==> src/rtl/ctrl_pkg.sv <==
// Shared decode constants and the control bundle carried from decoder to output register.
package ctrl_pkg;

    localparam logic [6:0] OP_RTYPE  = 7'b0110011;
    localparam logic [6:0] OP_IALU   = 7'b0010011;
    localparam logic [6:0] OP_LOAD   = 7'b0000011;
    localparam logic [6:0] OP_STORE  = 7'b0100011;
    localparam logic [6:0] OP_BRANCH = 7'b1100011;

    localparam logic [1:0] ALUOP_ADD   = 2'b00;
    localparam logic [1:0] ALUOP_SUB   = 2'b01;
    localparam logic [1:0] ALUOP_RTYPE = 2'b10;
    localparam logic [1:0] ALUOP_ITYPE = 2'b11;

    typedef struct packed {
        logic       alusrc;
        logic       memtoreg;
        logic       regwrite;
        logic       memread;
        logic       memwrite;
        logic       branch;
        logic [1:0] aluop;
        logic       illegal;
    } ctrl_t;

endpackage

==> src/rtl/control_decode.sv <==
// Pure combinational opcode -> control bundle decode.
module control_decode
    import ctrl_pkg::*;
(
    input  logic [6:0] opcode,
    output ctrl_t      ctrl
);

    // Start from an all-zero (safe NOP) bundle and enable only what each class needs;
    // anything unrecognised, including X/Z opcodes, falls to the illegal default.
    always_comb begin
        ctrl = '0;
        case (opcode)
            OP_RTYPE: begin
                ctrl.regwrite = 1'b1;
                ctrl.aluop    = ALUOP_RTYPE;
            end
            OP_IALU: begin
                ctrl.alusrc   = 1'b1;
                ctrl.regwrite = 1'b1;
                ctrl.aluop    = ALUOP_ITYPE;
            end
            OP_LOAD: begin
                ctrl.alusrc   = 1'b1;
                ctrl.memtoreg = 1'b1;
                ctrl.regwrite = 1'b1;
                ctrl.memread  = 1'b1;
                ctrl.aluop    = ALUOP_ADD;
            end
            OP_STORE: begin
                ctrl.alusrc   = 1'b1;
                ctrl.memwrite = 1'b1;
                ctrl.aluop    = ALUOP_ADD;
            end
            OP_BRANCH: begin
                ctrl.branch   = 1'b1;
                ctrl.aluop    = ALUOP_SUB;
            end
            default: begin
                ctrl.illegal  = 1'b1;
            end
        endcase
    end

endmodule

==> src/rtl/control_unit.sv <==
// Main control decoder: combinational decode followed by a single output register.
module control_unit
    import ctrl_pkg::*;
(
    input  logic       clk,
    input  logic       rst,
    input  logic [6:0] Input,
    output logic       ALUSrc,
    output logic       MemtoReg,
    output logic       RegWrite,
    output logic       MemRead,
    output logic       MemWrite,
    output logic       Branch,
    output logic [1:0] ALUOp,
    output logic       Illegal
);

    ctrl_t ctrl_d;
    ctrl_t ctrl_q;

    control_decode u_decode (
        .opcode (Input),
        .ctrl   (ctrl_d)
    );

    // Register the decoded bundle; reset clears everything and overrides decode.
    always_ff @(posedge clk) begin
        if (rst) ctrl_q <= '0;
        else     ctrl_q <= ctrl_d;
    end

    assign ALUSrc   = ctrl_q.alusrc;
    assign MemtoReg = ctrl_q.memtoreg;
    assign RegWrite = ctrl_q.regwrite;
    assign MemRead  = ctrl_q.memread;
    assign MemWrite = ctrl_q.memwrite;
    assign Branch   = ctrl_q.branch;
    assign ALUOp    = ctrl_q.aluop;
    assign Illegal  = ctrl_q.illegal;

endmodule

==> config.mk <==
export PLATFORM = sky130hd
export DESIGN_NAME = control_unit
export DESIGN_NICKNAME = d
export VERILOG_FILES = /design/src/rtl/ctrl_pkg.sv /design/src/rtl/control_decode.sv /design/src/rtl/control_unit.sv
export SDC_FILE = /design/constraint.sdc
export NUM_CORES = 1
export LEC_CHECK = 0
export ABC_AREA = 1
export CAP_MARGIN = 10
export CORE_AREA = 8 8 45 47
export DETAILED_ROUTE_END_ITERATION = 16
export DIE_AREA = 0 0 53 55
export PLACE_DENSITY = 0.65
export SYNTH_ARGS = -nofsm -noshare
export SYNTH_HDL_FRONTEND = slang
export SYNTH_SLANG_ARGS = --single-unit
==> constraint.sdc <==
create_clock -name clk -period 0.8 [get_ports clk]
set_clock_uncertainty 0.05 [all_clocks]
set_input_delay 0.12 -clock clk [delete_from_list [all_inputs] [get_ports clk]]
set_output_delay 0.12 -clock clk [all_outputs]
set_load 0.02 [all_outputs]
==> results.ini, run 1 <==
[timing]
fmax_mhz = 1150
timing.hold.ws_ns = 0.246
rsz0062_at_grt = yes
finalHoldViolCount = 0
finalSetupViolCount = 9
slew_headroom = 0.887
period_share = 1.09
tightest_slew_ns = 0.169
setup_slack_ns = -0.0727
setup_tns_ns = -0.430
drv_slew = 0
fin_crit_ns = 0.873

[min_path]
hold-path-cell-count = 3
hp-class = in -> reg
min_to = ALUOp[1]
hp-start = Input[4]

[critical_path]
cp_cell_sequence = buf_6
critPathTopFamily = flip-flops
critPathArrivalTime_ns = 0.70
cpMaxStageDelayCell = dfxtp_2
worst-path-buf-inv = 1
crit_fanout = 2
worst_ep_required_time_ns = 0.63
crit_path_end_kind = primary output
slowest_delay_ns = 0.34
crit_type = reg -> out
start_kind = register

[place]
portBuffers = 17
hpwl_um = 572
place_congestion = 0.801
post-place-ws_ns = -0.337
placed_area_um2 = 512

[clocking]
root_buffer = clkbuf_4
htreeDepth = 1
clockBufferDepth = 2
clkSlewWorstSetupHoldPaths_ns = 0.05
cts_buffers = 3
cts.sinks = 8
cts_tree = done
postCtsSetupBuffers = 0

[die]
die_h_um = 55
die-area_um2 = 2920
start_util = 0.232
ios = 18
rows = 14
die_w_um = 53
core_area_um2 = 1380

[finish]
synthToLayoutAreaGrowth_pct = 72.0
fin_nets = 73
diodes = 0
fin_area_um2 = 553
drive_gt1_frac = 0.468
layout_commonest_cell = buf_6
layout_common_cells = 9 x buf_6, 8 x dfxtp_2, 8 x inv_1, 8 x nand2_1, 8 x dlygate4sd2_1

[routing]
first_pass_iters = 4
drtIter0Drc = 2
vias = 300
wl_per_cell_um = 8.77
vias_per_cell = 3.85
drt-total-wl_um = 684
ant_nets = 0
remaining_drc_errors = 0

[pwr]
power_density_nw_per_um2 = 1440
leakage_nw = 0.291
p_sw_mw = 0.173
vdd_drop_max_v = 0.000546
combPwrFrac = 0.126
pwr-share-seq = 0.512
clkPwrFrac = 0.362
p_sw_frac = 0.217
p_int_mw = 0.622

[synthesis]
ys_seq_area_frac = 0.498
synth_cells = 42
yosysTopAreaCell = dfxtp_1
yosys_warnings = 0
avgSynthCellArea_um2 = 7.66
synth_top_cell_area_share = 0.498
yosysUniqueCellTypes = 12
syn-cell-area_um2 = 322
synthTopCellsByArea = dfxtp_1 50%, nand2_1 11%, inv_1 9.3%
syn_nets = 51
ys_seq_elements = 8

[run]
cap_violations = 0

[global_routing]
grt_max_degree = 6
grt_pass1_wl_um = 959
grt_overflow = 0
grt_util_all_layers = 0.0493
antenna_found_initial = 0
grt_pass1_vias = 256

[run_status]
status = finished with violations
violations = negative setup slack

## routing by layer
layer / global-route usage / wire length [um] / up-vias / share of wire
met5: 0 / 0 / - / 0
met4: 0.0776 / 27 / 0 / 0.039
met3: 0.0160 / 86 / 2 / 0.13
met2: 0.0762 / 321 / 14 / 0.47
met1: 0.0412 / 249 / 122 / 0.36
li1: - / - / 162 / -
## synth_stat cells (all sizes together)
| cell type | count |
|---|---|
| nor2 | 9 |
| buf | 1 |
| dfxtp | 8 |
| inv | 8 |
| o21ai | 1 |
| a21oi | 1 |
| nand2 | 12 |
| nand3 | 2 |
## layout make-up
type                       instances  area [um^2]
sequential                         8          170
multi-input combinational         25          131
clock buffer                       3         22.5
tap                               16         20.0
timing repair buffer              18          179
inverter                           8         30.0
fill                             160          831
## sequential cells by signal, summed over array words and instances (netlist names)
name and count:
ALUOp 2, ALUSrc 1, Branch 1, Illegal 1
MemRead 1, MemWrite 1, RegWrite 1
## what timing repair did
action | in CTS | in global routing
hold buffers | 0 | 0
endpoints found under the setup margin | 17 | 9
resized for setup | 73 | 0
pin swaps | 5 | 0
## power groups by stage
stage          logic (mW)  clock network [mW]  registers (mW)
6_report            0.100               0.288           0.407
5_1_grt             0.110               0.323           0.407
4_1_cts             0.101               0.297           0.407
3_5_place_dp        0.110                   0           0.413
3_3_place_gp        0.109                   0           0.413
2_1_floorplan      0.0387                   0           0.420
## cells by family (layout without fill, tap and decap cells)
logic type,count (synthesis),after routing,share of synthesized area
AO/OA/AOI/OAI,2,2,0.0311
buffers and inverters,9,29,0.117
flip-flops,8,8,0.498
AND/OR/NAND/NOR,23,23,0.354
## stage by stage
stage / std cells / utilization / total power [mW]
3_3_place_gp: 75 / 0.370 / 0.523
5_1_grt: 78 / 0.400 / 0.839
4_1_cts: 78 / 0.400 / 0.805
2_1_floorplan: 42 / - / 0.459
6_report: 78 / 0.400 / 0.795
3_5_place_dp: 75 / 0.370 / 0.523
## worst max path at each step
| stage | start | to | slack, ns | cells past startpoint |
|---|---|---|---|---|
| 2_1_floorplan | MemRead | MemtoReg | 0.04 | 1 |
| 6_report | MemRead | MemRead | -0.07 | 1 |
| 4_1_cts | MemRead | MemRead | -0.08 | 1 |
| 3_5_place_dp | Input[1] | MemRead | -0.34 | 5 |
| 3_3_place_gp | Input[1] | MemRead | -0.31 | 5 |
| 5_1_grt | MemRead | MemtoReg | -0.10 | 1 |
Power figures use the tool's default switching activity.
==> run 2: changes to the inputs <==
--- a/config.mk
+++ b/config.mk
@@ -10,7 +10,7 @@
 export CORE_AREA = 8 8 45 47
 export DETAILED_ROUTE_END_ITERATION = 16
 export DIE_AREA = 0 0 53 55
-export PLACE_DENSITY = 0.65
+export PLACE_DENSITY = 0.63
 export SYNTH_ARGS = -nofsm -noshare
 export SYNTH_HDL_FRONTEND = slang
 export SYNTH_SLANG_ARGS = --single-unit
==> constraint.sdc (replaced) <==
create_clock -name clk -period 0.95 [get_ports clk]
set_clock_uncertainty 0.05 [all_clocks]
set_input_delay 0.1425 -clock clk [delete_from_list [all_inputs] [get_ports clk]]
set_output_delay 0.1425 -clock clk [all_outputs]
set_load 0.02 [all_outputs]
==> run 2 against run 1 <==
Net effect: non-clock buffer count did not move; sequential share of layout area up 1.8 points; the flow now finishes without violations; setup slack better by 0.10 ns; cell area is 11% lower; critical path depth unchanged; wire length is 5.0% higher.
==> results.ini, run 2 (same netlist as run 1, synthesis figures left out) <==
[run_status]
status = finished, final reports clean

[run]
cap_violations = 0  ; unchanged

[timing]
finalSetupViolCount = 0  ; -9
rsz0062_at_grt = yes
period_share = 0.968
setup_tns_ns = 0  ; +0.430 ns
tightest_slew_ns = 0.176  ; +0.00672 ns
timing.hold.ws_ns = 0.486  ; +0.240 ns
drv_slew = 0  ; unchanged
finalHoldViolCount = 0  ; unchanged
fmax_mhz = 1090
slew_headroom = 0.882  ; -0.00449
setup_slack_ns = 0.0302  ; +0.103 ns
fin_crit_ns = 0.920

[routing]
drt-total-wl_um = 718  ; +5.0%
vias_per_cell = 3.92  ; +2.0%
remaining_drc_errors = 0  ; unchanged
wl_per_cell_um = 9.21  ; +5.0%
vias = 306  ; +2.0%
first_pass_iters = 4  ; unchanged
drtIter0Drc = 3  ; +1
ant_nets = 0  ; unchanged

[global_routing]
antenna_found_initial = 0  ; unchanged
grt_pass1_wl_um = 1080  ; +13%
grt_overflow = 0  ; unchanged
grt_max_degree = 6  ; unchanged
grt_util_all_layers = 0.0563  ; +0.00708
grt_pass1_vias = 306  ; +20%

[place]
portBuffers = 17  ; unchanged
hpwl_um = 591  ; +3.4%
dp_cells = 75  ; unchanged
placed_area_um2 = 512  ; unchanged
place_congestion = 0.809  ; +1.0%
post-place-ws_ns = -0.228  ; +0.110 ns

[critical_path]
cp_cell_sequence = buf_2
critPathArrivalTime_ns = 0.73  ; +0.03 ns
crit_path_end_kind = primary output
start_kind = register
worst_ep_required_time_ns = 0.76  ; +0.13 ns
critPathTopFamily = flip-flops
crit_type = reg -> out
cpMaxStageDelayCell = dfxtp_1
crit_fanout = 2  ; unchanged
slowest_delay_ns = 0.32  ; -0.02 ns
worst-path-buf-inv = 1  ; unchanged

[finish]
layout_common_cells = 9 x nand2_1, 9 x buf_2, 8 x dfxtp_1, 8 x inv_1, 8 x clkdlybuf4s50_1
diodes = 0  ; unchanged
fin_area_um2 = 492  ; -11%
synthToLayoutAreaGrowth_pct = 52.9
fin_nets = 73  ; unchanged
layoutNonFillerInstCount = 78  ; unchanged
drive_gt1_frac = 0.306  ; -0.161
largest_reg_flops = 2  ; unchanged
final_core_util = 0.355  ; -0.0443

[die]
die-area_um2 = 2920  ; unchanged
core_area_um2 = 1380  ; unchanged
die_w_um = 53  ; unchanged
rows = 14  ; unchanged
die_h_um = 55  ; unchanged
ios = 18  ; unchanged
start_util = 0.232  ; unchanged

[pwr]
vdd_drop_max_v = 0.000359  ; -34%
leakage_nw = 0.270  ; -7.2%
p_total_mw = 0.679  ; -15%
power_density_nw_per_um2 = 1380  ; -3.9%

[clocking]
root_buffer = clkbuf_4
cts_buffers = 3  ; unchanged
postCtsHoldBufs = 0  ; unchanged
htreeDepth = 1  ; unchanged
clkSlewWorstSetupHoldPaths_ns = 0.05  ; about the same
cts_tree = done
cts.sinks = 8  ; unchanged
clockBufferDepth = 2  ; unchanged

[min_path]
hp-class = in -> reg

[run 2: metal layers]
| metal | track usage | up-vias | wire length (um) |
|---|---|---|---|
| met5 | 0 | - | 0 |
| met4 | 0.103 | 0 | 42 |
| met3 | 0.0241 | 4 | 99 |
| met2 | 0.0820 | 18 | 327 |
| met1 | 0.0427 | 121 | 248 |
| li1 | - | 163 | - |
[run 2: power by group]
group	switching (mW)	leakage (nW)	total, mW	internal, mW
registers	0.000738	0.0649	0.341	0.340
clock network	0.105	0.0138	0.249	0.144
logic	0.0442	0.192	0.0897	0.0455
[run 2: layout make-up]
class	instances	area, um^2
tap	16	20.0
multi-input combinational	25	126
sequential	8	160
clock buffer	3	22.5
fill	158	892
timing repair buffer	18	133
inverter	8	30.0
[run 2: worst paths after layout]
check  startpoint       end  slack [ns]  depth (start not counted)
min      Input[4]  ALUOp[1]        0.49                          3
max       MemRead  MemtoReg        0.03                          1
[run 2: timing repair]
action | 4_1_cts | 5_1_grt
buffers inserted | 0 | 0
gates resized for setup | 36 | 1
setup endpoints to repair | 9 | 3
pin swaps | 0 | 1
